==> src/rtl/vera_render_pkg.sv <==
// vera_render_pkg: shared types for the line render scheduler.
// State encoding, renderer order and default limits.
package vera_render_pkg;

    typedef enum logic [2:0] {
        ST_IDLE,
        ST_L0,
        ST_L1,
        ST_SPR,
        ST_ABORT
    } state_t;

    // Bit positions in the enable snapshot, also the render order.
    localparam int NUM_UNITS = 3;
    localparam int UNIT_L0   = 0;
    localparam int UNIT_L1   = 1;
    localparam int UNIT_SPR  = 2;

    localparam int DEF_TIMEOUT_CYCLES = 800;
    localparam int DEF_CNT_W          = 8;

    // First enabled unit strictly after cur in L0 -> L1 -> SPR order.
    // IDLE/ABORT search from the top; ST_IDLE means nothing is left.
    function automatic state_t next_unit(
        input state_t                 cur,
        input logic [NUM_UNITS-1:0]   en
    );
        state_t nxt;
        nxt = ST_IDLE;
        case (cur)
            ST_L0: begin
                if (en[UNIT_L1])
                    nxt = ST_L1;
                else if (en[UNIT_SPR])
                    nxt = ST_SPR;
            end
            ST_L1: begin
                if (en[UNIT_SPR])
                    nxt = ST_SPR;
            end
            ST_SPR: begin
                nxt = ST_IDLE;
            end
            default: begin
                if (en[UNIT_L0])
                    nxt = ST_L0;
                else if (en[UNIT_L1])
                    nxt = ST_L1;
                else if (en[UNIT_SPR])
                    nxt = ST_SPR;
            end
        endcase
        return nxt;
    endfunction

endpackage

==> src/rtl/sat_counter.sv <==
// sat_counter: saturating event counter with synchronous clear.
// Clear wins over a coincident increment.
module sat_counter #(
    parameter int W = 8
) (
    input  logic         clk,
    input  logic         rst_n,
    input  logic         inc,
    input  logic         clr,
    output logic [W-1:0] value
);

    localparam logic [W-1:0] MAX = '1;

    // Count up to MAX and hold there; clear has priority.
    always_ff @(posedge clk or negedge rst_n) begin
        if (!rst_n)
            value <= '0;
        else if (clr)
            value <= '0;
        else if (inc && (value != MAX))
            value <= value + W'(1);
    end

endmodule

==> src/rtl/render_line_scheduler.sv <==
// render_line_scheduler: runs the enabled line renderers in turn
// for each compositor request, with overrun/watchdog abort.
module render_line_scheduler
    import vera_render_pkg::*;
#(
    parameter int TIMEOUT_CYCLES = DEF_TIMEOUT_CYCLES,
    parameter int CNT_W          = DEF_CNT_W
) (
    input  logic             clk,
    input  logic             rst_n,
    input  logic             line_render_start,
    input  logic [8:0]       line_idx,
    input  logic             layer0_enabled,
    input  logic             layer1_enabled,
    input  logic             sprites_enabled,
    input  logic             layer0_done,
    input  logic             layer1_done,
    input  logic             sprite_done,
    input  logic             clear_stats,
    output logic             layer0_start,
    output logic             layer1_start,
    output logic             sprite_start,
    output logic             render_abort,
    output logic [8:0]       render_line_idx,
    output logic             lb_wr_bank,
    output logic             busy,
    output logic             line_done,
    output logic [CNT_W-1:0] overrun_cnt,
    output logic [CNT_W-1:0] timeout_cnt
);

    localparam int WD_W = $clog2(TIMEOUT_CYCLES + 1);
    localparam logic [WD_W-1:0] WD_LAST = WD_W'(TIMEOUT_CYCLES - 1);

    state_t                 state;
    state_t                 nxt;
    logic [NUM_UNITS-1:0]   en_in;
    logic [NUM_UNITS-1:0]   en_q;
    logic [WD_W-1:0]        wdog;
    logic                   wd_expire;
    logic                   advance;
    logic                   overrun_inc;
    logic                   timeout_inc;

    assign en_in = {sprites_enabled, layer1_enabled, layer0_enabled};

    assign wd_expire   = busy && (wdog == WD_LAST);
    assign overrun_inc = line_render_start && busy;
    assign timeout_inc = wd_expire && !line_render_start;

    // Decide when the current step is finished; a done in the
    // renderer's own start cycle does not count.
    always_comb begin
        advance = 1'b0;
        case (state)
            ST_ABORT: advance = 1'b1;
            ST_L0:    advance = layer0_done && !layer0_start;
            ST_L1:    advance = layer1_done && !layer1_start;
            ST_SPR:   advance = sprite_done && !sprite_start;
            default:  advance = 1'b0;
        endcase
    end

    // Pick the next unit from a fresh request or the held snapshot.
    always_comb begin
        nxt = ST_IDLE;
        if (line_render_start && !busy)
            nxt = next_unit(ST_IDLE, en_in);
        else
            nxt = next_unit(state, en_q);
    end

    // Sequencer: latches the request, issues pulses, runs watchdog.
    always_ff @(posedge clk or negedge rst_n) begin
        if (!rst_n) begin
            state           <= ST_IDLE;
            en_q            <= '0;
            wdog            <= '0;
            render_line_idx <= '0;
            lb_wr_bank      <= 1'b0;
            busy            <= 1'b0;
            layer0_start    <= 1'b0;
            layer1_start    <= 1'b0;
            sprite_start    <= 1'b0;
            render_abort    <= 1'b0;
            line_done       <= 1'b0;
        end else begin
            layer0_start <= 1'b0;
            layer1_start <= 1'b0;
            sprite_start <= 1'b0;
            render_abort <= 1'b0;
            line_done    <= 1'b0;

            if (busy)
                wdog <= wdog + 1'b1;

            if (line_render_start) begin
                render_line_idx <= line_idx;
                en_q            <= en_in;
                lb_wr_bank      <= !lb_wr_bank;
                wdog            <= '0;
            end

            if (overrun_inc) begin
                state        <= ST_ABORT;
                busy         <= 1'b1;
                render_abort <= 1'b1;
            end else if (timeout_inc) begin
                state        <= ST_IDLE;
                busy         <= 1'b0;
                render_abort <= 1'b1;
                wdog         <= '0;
            end else if (line_render_start || advance) begin
                state        <= nxt;
                busy         <= (nxt != ST_IDLE);
                layer0_start <= (nxt == ST_L0);
                layer1_start <= (nxt == ST_L1);
                sprite_start <= (nxt == ST_SPR);
                line_done    <= (nxt == ST_IDLE);
            end
        end
    end

    sat_counter #(.W(CNT_W)) u_overrun_cnt (
        .clk   (clk),
        .rst_n (rst_n),
        .inc   (overrun_inc),
        .clr   (clear_stats),
        .value (overrun_cnt)
    );

    sat_counter #(.W(CNT_W)) u_timeout_cnt (
        .clk   (clk),
        .rst_n (rst_n),
        .inc   (timeout_inc),
        .clr   (clear_stats),
        .value (timeout_cnt)
    );

endmodule
==> config.mk <==
export PLATFORM = sky130hd
export DESIGN_NAME = render_line_scheduler
export DESIGN_NICKNAME = d
export VERILOG_FILES = /design/src/rtl/vera_render_pkg.sv /design/src/rtl/sat_counter.sv /design/src/rtl/render_line_scheduler.sv
export SDC_FILE = /design/constraint.sdc
export NUM_CORES = 1
export LEC_CHECK = 0
export CAP_MARGIN = 5
export CORE_MARGIN = 3
export CORE_UTILIZATION = 54
export DETAILED_ROUTE_END_ITERATION = 8
export PLACE_DENSITY = 0.92
export REMOVE_ABC_BUFFERS = 1
export SYNTH_ARGS = -nofsm -noshare
export SYNTH_HDL_FRONTEND = slang
export SYNTH_SLANG_ARGS = --single-unit
==> constraint.sdc <==
create_clock -name clk -period 3.1 [get_ports clk]
set_input_delay 0.62 -clock clk [delete_from_list [all_inputs] [get_ports clk]]
set_output_delay 0.62 -clock clk [all_outputs]
set_load 0.03 [all_outputs]
-- After elaboration in Yosys (flattened, before gate mapping)
Index checks and enable logic that the tools add are counted.
Widths: inputs -> output; s select.
- eq/ne operators: 10
- $add $sub $neg: 3
- reductions and logical operators: 21
- muxes and demuxes: 37
- operators by type and width (operator ; number):
    $mux 10 ; 4
    $mux 8 ; 4
    $mux 1 ; 17
    $add 8x1->8 const B ; 2
    $ne 8x8->1 const B ; 2
    $mux 3 ; 5
    $eq 3x2->1 const B ; 4
    $add 10x1->10 const B ; 1
    $eq 10x10->1 const B ; 1
    $mux 2 ; 5
    $logic_and 1x1->1 ; 9
    $pmux 3 s3 ; 1
    $eq 3x1->1 const B ; 2
    $logic_not 1->1 ; 6
    $reduce_bool 3->1 ; 2
    $pmux 1 s4 ; 1
    $reduce_bool 2->1 ; 2
    $eq 3x3->1 const B ; 1
    $logic_not 3->1 ; 1
    $logic_or 1x1->1 ; 1
- output and inout port bits: 32
- word-level logic and storage cells: 84
- register bits: 48
- input port bits: 19

-- Longest topological paths before layout
- depth after elaboration: 9
- depth in mapped cells: 7
- mapped depth without buffers: 6

-- Modules after synthesis
From an unflattened synthesis, not the netlist that was laid out.
- cell total of the unflattened synthesis: 231
- area, all modules: 2389.8 sq um
- by module, submodules not included (module ; area an instance (sq um) ; times used ; sequential area each (sq um) ; cells an instance):
    render_line_scheduler ; 1461.4 ; 1 ; 800.8 ; 133
    sat_counter ; 464.2 ; 2 ; 200.2 ; 49

-- Least setup slack after synthesis
OpenSTA, ideal clock, no wires.
- path type: register to register
- start point: register u_overrun_cnt.value[0]
- end point: register u_overrun_cnt.value[5]
- stages on the path, launching flop included: 7
- slack: 1.253 ns
- clock period less this slack: 1.847 ns
- arrival: 1.715 ns
- library setup time: 0.132 ns
- required time: 2.968 ns
- path through: dfrtp_1 > ha_1 > and3_1 > a311oi_1 > nand3_1 > xor2_1 > nor2_1
- longest elaborated chain between the ends: 3
- elaborated cells on any way between the ends: 6
- those cells by class: 1 x add/sub; 1 x eq/ne; 2 x mux; 2 x reduce/logical
- RTL lines (what ; line ; text):
    start, declared ; sat_counter.sv:10 ; output logic [W-1:0] value
    start signal, assigned ; sat_counter.sv:22 ; value <= value + W'(1);
    $add 8x1->8 / $ne 8x8->1 (equally long branches) ; sat_counter.sv:22, sat_counter.sv:21 ;
    $mux 8 / $logic_and 1x1->1 (equally long branches) ; sat_counter.sv:21 ; else if (inc && (value != MAX))
    $mux 8 / $reduce_bool 2->1 (equally long branches) ; n/a ;
Parallel ways exist; a longest one is shown, timed or not. The select of a mux whose other input is x is not followed.
A chain may end at the register's enable or synchronous reset.

-- Worst setup path after layout
- start point: input port line_render_start
- end point: register u_timeout_cnt.value[6]
- longest elaborated chain between the ends: 4
- RTL lines (what ; line ; text):
    start, declared ; render_line_scheduler.sv:11 ; input logic line_render_start,
    $logic_not 1->1 ; render_line_scheduler.sv:49 ; assign timeout_inc = wd_expire && !line_render_start;
    $logic_and 1x1->1 ; render_line_scheduler.sv:49 ;
    $logic_and 1x1->1 ; sat_counter.sv:21 ;
    $reduce_bool 2->1 (no line) ; n/a ;
    end signal, assigned ; sat_counter.sv:22 ;
    end, declared ; sat_counter.sv:10 ;
No other way between the ends.

==> flow_summary.toml <==
[die]
die_h_um = 71.54
die_w_um = 71.54
start_util_pct = 56.77
rows = 23
coreArea_um2 = 4086
dieArea_um2 = 5118
pin_count = 51

[cells_and_area]
final-seq-area_um2 = 1201
num_antenna_cells = 0
n_fill_cell = 303
multi_input_area_um2 = 1072
finalCoreUtilization_pct = 72.38
drive_gt1_share_pct = 11.11
areaGrowthSynthToFinish_pct = 27.51
nets = 282
fin_cells = 311

[place]
pre_cts_ws_ns = 0.5777
placed_cells = 303
hpwl_um = 3242
io_buffers = 50
globalplace.congestion = 0.8159

[global_routing]
grtUsageTotal_pct = 19.29
first_global_vias = 1676
antenna_found_initial = 0
grt_pass1_wl_um = 7783
grt.overflow.total = 0
grt_max_degree = 49

[clock_tree]
h-tree-depth = 2
cts.clk_slew.worst_paths_ns = 0.08
cts_tree = "built"
post-cts-setup-buffer-count = 0
clock_path_buffers = 2
holdBufCountCts = 0
cts_buffers = 5
cts_resized = 0
cts-root-buf = "clkbuf_8"
clk_latency_ns = 0.30
cts.sinks = 48

[timing]
slew_viol_final = 0
hold_viol = 0
relSlewSlack_pct = 31.09
finalClockSkew_ns = 0.006879
period_share_pct = 71.35
fin_ws_ns = 0.8882
finalSetupViolCount = 0
finalSetupTns_ns = 0
rsz0062_at_grt = "no"
max_freq_mhz = 452.1
tightest_slew_ns = 1.034
fin_crit_ns = 2.212

[drt]
wirelength_um = 4584
avgViaCountPerCell = 5.598
post_drt_wl_per_cell_um = 14.74
drt_iter0_drc = 80
drc = 0
drt_first_pass_iters = 5
num_vias = 1741
ant_nets = 0

[setup_path]
start_kind = "input pin"
reg2reg_depth = 6
worstPathArrival_ns = 2.42
path_max_fanout = 12
worstReg2RegEnd = "u_overrun_cnt.value[5]"
path_class = "in -> reg"
regToRegSetupSlack_ns = 1.16
end_kind = "flip-flop"
reg2reg_from = "u_overrun_cnt.value[0]"
required_ns = 3.31

[pwr]
power_per_cell_area_nw_per_um2 = 497.7
pwr-share-seq_pct = 48.8
intPower_uw = 1056
total_power_uw = 1472
switchingPower_uw = 415.7
p_clk_share_pct = 29.9
p_sw_share_pct = 28.24
ir_worst_vdd_v = 0.0003789
comb_power_share_pct = 21.2
p_leak_uw = 0.001239

[min_path]
holdPathEnd = "lb_wr_bank"
hp-class = "reg -> reg"
min_path_cells = 1
holdCritStartpoint = "lb_wr_bank"

[synthesis]
ys.flop_type = "dfrtp_1"
synth_edf_count = 0
ys_types = 48
yosysSeqAreaShare_pct = 51.78
ys_warn_count = 0
netlist_area_um2 = 2320
syn_avg_cell_area_um2 = 11.15
synth.ff_latch_count = 48
async_flop_share_pct = 100.0
synthCells = 208

[run]
drv_cap = 0

[run_status]
outcome = "finished, final reports clean"
==> layout by cell type, fill, tap and decap left out, drive strengths merged, types with 5 or more instances in the layout <==
| cell | n |
|---|---|
| a21oi | 5 |
| xor2 | 10 |
| clkdlybuf4s50 | 49 |
| clkbuf | 6 |
| nand4 | 5 |
| nor2 | 32 |
| nor3 | 8 |
| dfrtp | 48 |
| nand3 | 9 |
| nand2 | 16 |
| xnor2 | 12 |
| mux2 | 11 |
==> registers in the layout (all words and copies together) (netlist names) <==
register / cells
sprite_start: 1
lb_wr_bank: 1
render_line_idx: 9
busy: 1
wdog: 10
layer1_start: 1
state: 3
line_done: 1
render_abort: 1
u_overrun_cnt.value: 8
layer0_start: 1
en_q: 3
u_timeout_cnt.value: 8
==> synthesized netlist by cell type (3+ instances only) <==
master	count	area share [%]
a21oi_1	5	1.1
and3_1	3	0.81
dfrtp_1	48	52
ha_1	3	1.6
inv_1	3	0.49
mux2_2	11	5.3
mux2i_1	3	1.3
nand2_1	16	2.6
nand3_1	7	1.5
nand4_1	4	1.1
nor2_1	32	5.2
nor3_1	6	1.3
o21ai_0	3	0.65
xnor2_1	12	4.5
xor2_1	10	3.8
==> per-stage QoR <==
step,instance area [um2],hold WS (ns)
after global routing,2958,0.4946
after global placement,2850,0.4558
final,2958,0.4777
after floorplan,2285,0.3244
after CTS,2958,0.4809
after detailed placement,2850,0.4642
==> per-layer routing <==
| metal | vias up | track usage [%] | wire, um |
|---|---|---|---|
| met3 | 7 | 4.909 | 190 |
| li1 | 836 | - | - |
| met5 | - | 0 | 0 |
| met4 | 0 | 6.472 | 64 |
| met1 | 855 | 25.00 | 1993 |
| met2 | 43 | 31.73 | 2335 |
==> power by group through the flow <==
stage / registers, uW / clock network (uW) / logic (uW)
CTS: 719 / 451 / 317
global route: 728 / 478 / 340
global placement: 728 / 0 / 309
finish: 719 / 440 / 313
floorplan: 787 / 0 / 121
detailed placement: 732 / 0 / 315
==> worst max-delay path, cell delays in order <==
cell,delay (ns)
clkdlybuf4s50_1,0.50
and3b_1,0.30
nand4bb_4,0.25
or4_1,0.57
a21oi_1,0.18
==> cell families after synthesis <==
family | Yosys count | synth area share, %
and+or+nand+nor | 90 | 22.82
DFF | 48 | 51.78
AOI/OAI and AO/OA | 22 | 6.850
xor gates and xnor gates | 22 | 8.306
muxes | 14 | 6.634
buffers and inverters | 9 | 1.995
adders and majority gates | 3 | 1.618
==> layout make-up <==
cell class / instances / area share [%]
Clock buffer: 6 / 2.453
Clock inverter: 2 / 1.184
Inverter: 3 / 0.3807
Multi-Input combinational cell: 151 / 36.25
Sequential cell: 48 / 40.61
Tap cell: 50 / 2.115
Timing Repair Buffer: 51 / 17.01
==> worst max-delay path by stage <==
stage	depth (start not counted)	start	endpoint	slack, ns
after global routing	6	line_render_start	u_overrun_cnt.value[7]	0.82
after detailed placement	5	line_render_start	u_timeout_cnt.value[6]	0.58
after global placement	5	line_render_start	u_timeout_cnt.value[6]	0.69
after floorplan	4	busy	u_timeout_cnt.value[6]	1.23
after CTS	5	line_render_start	u_timeout_cnt.value[6]	0.88
final	5	line_render_start	u_timeout_cnt.value[6]	0.89
(Power assumes the default switching activity.)
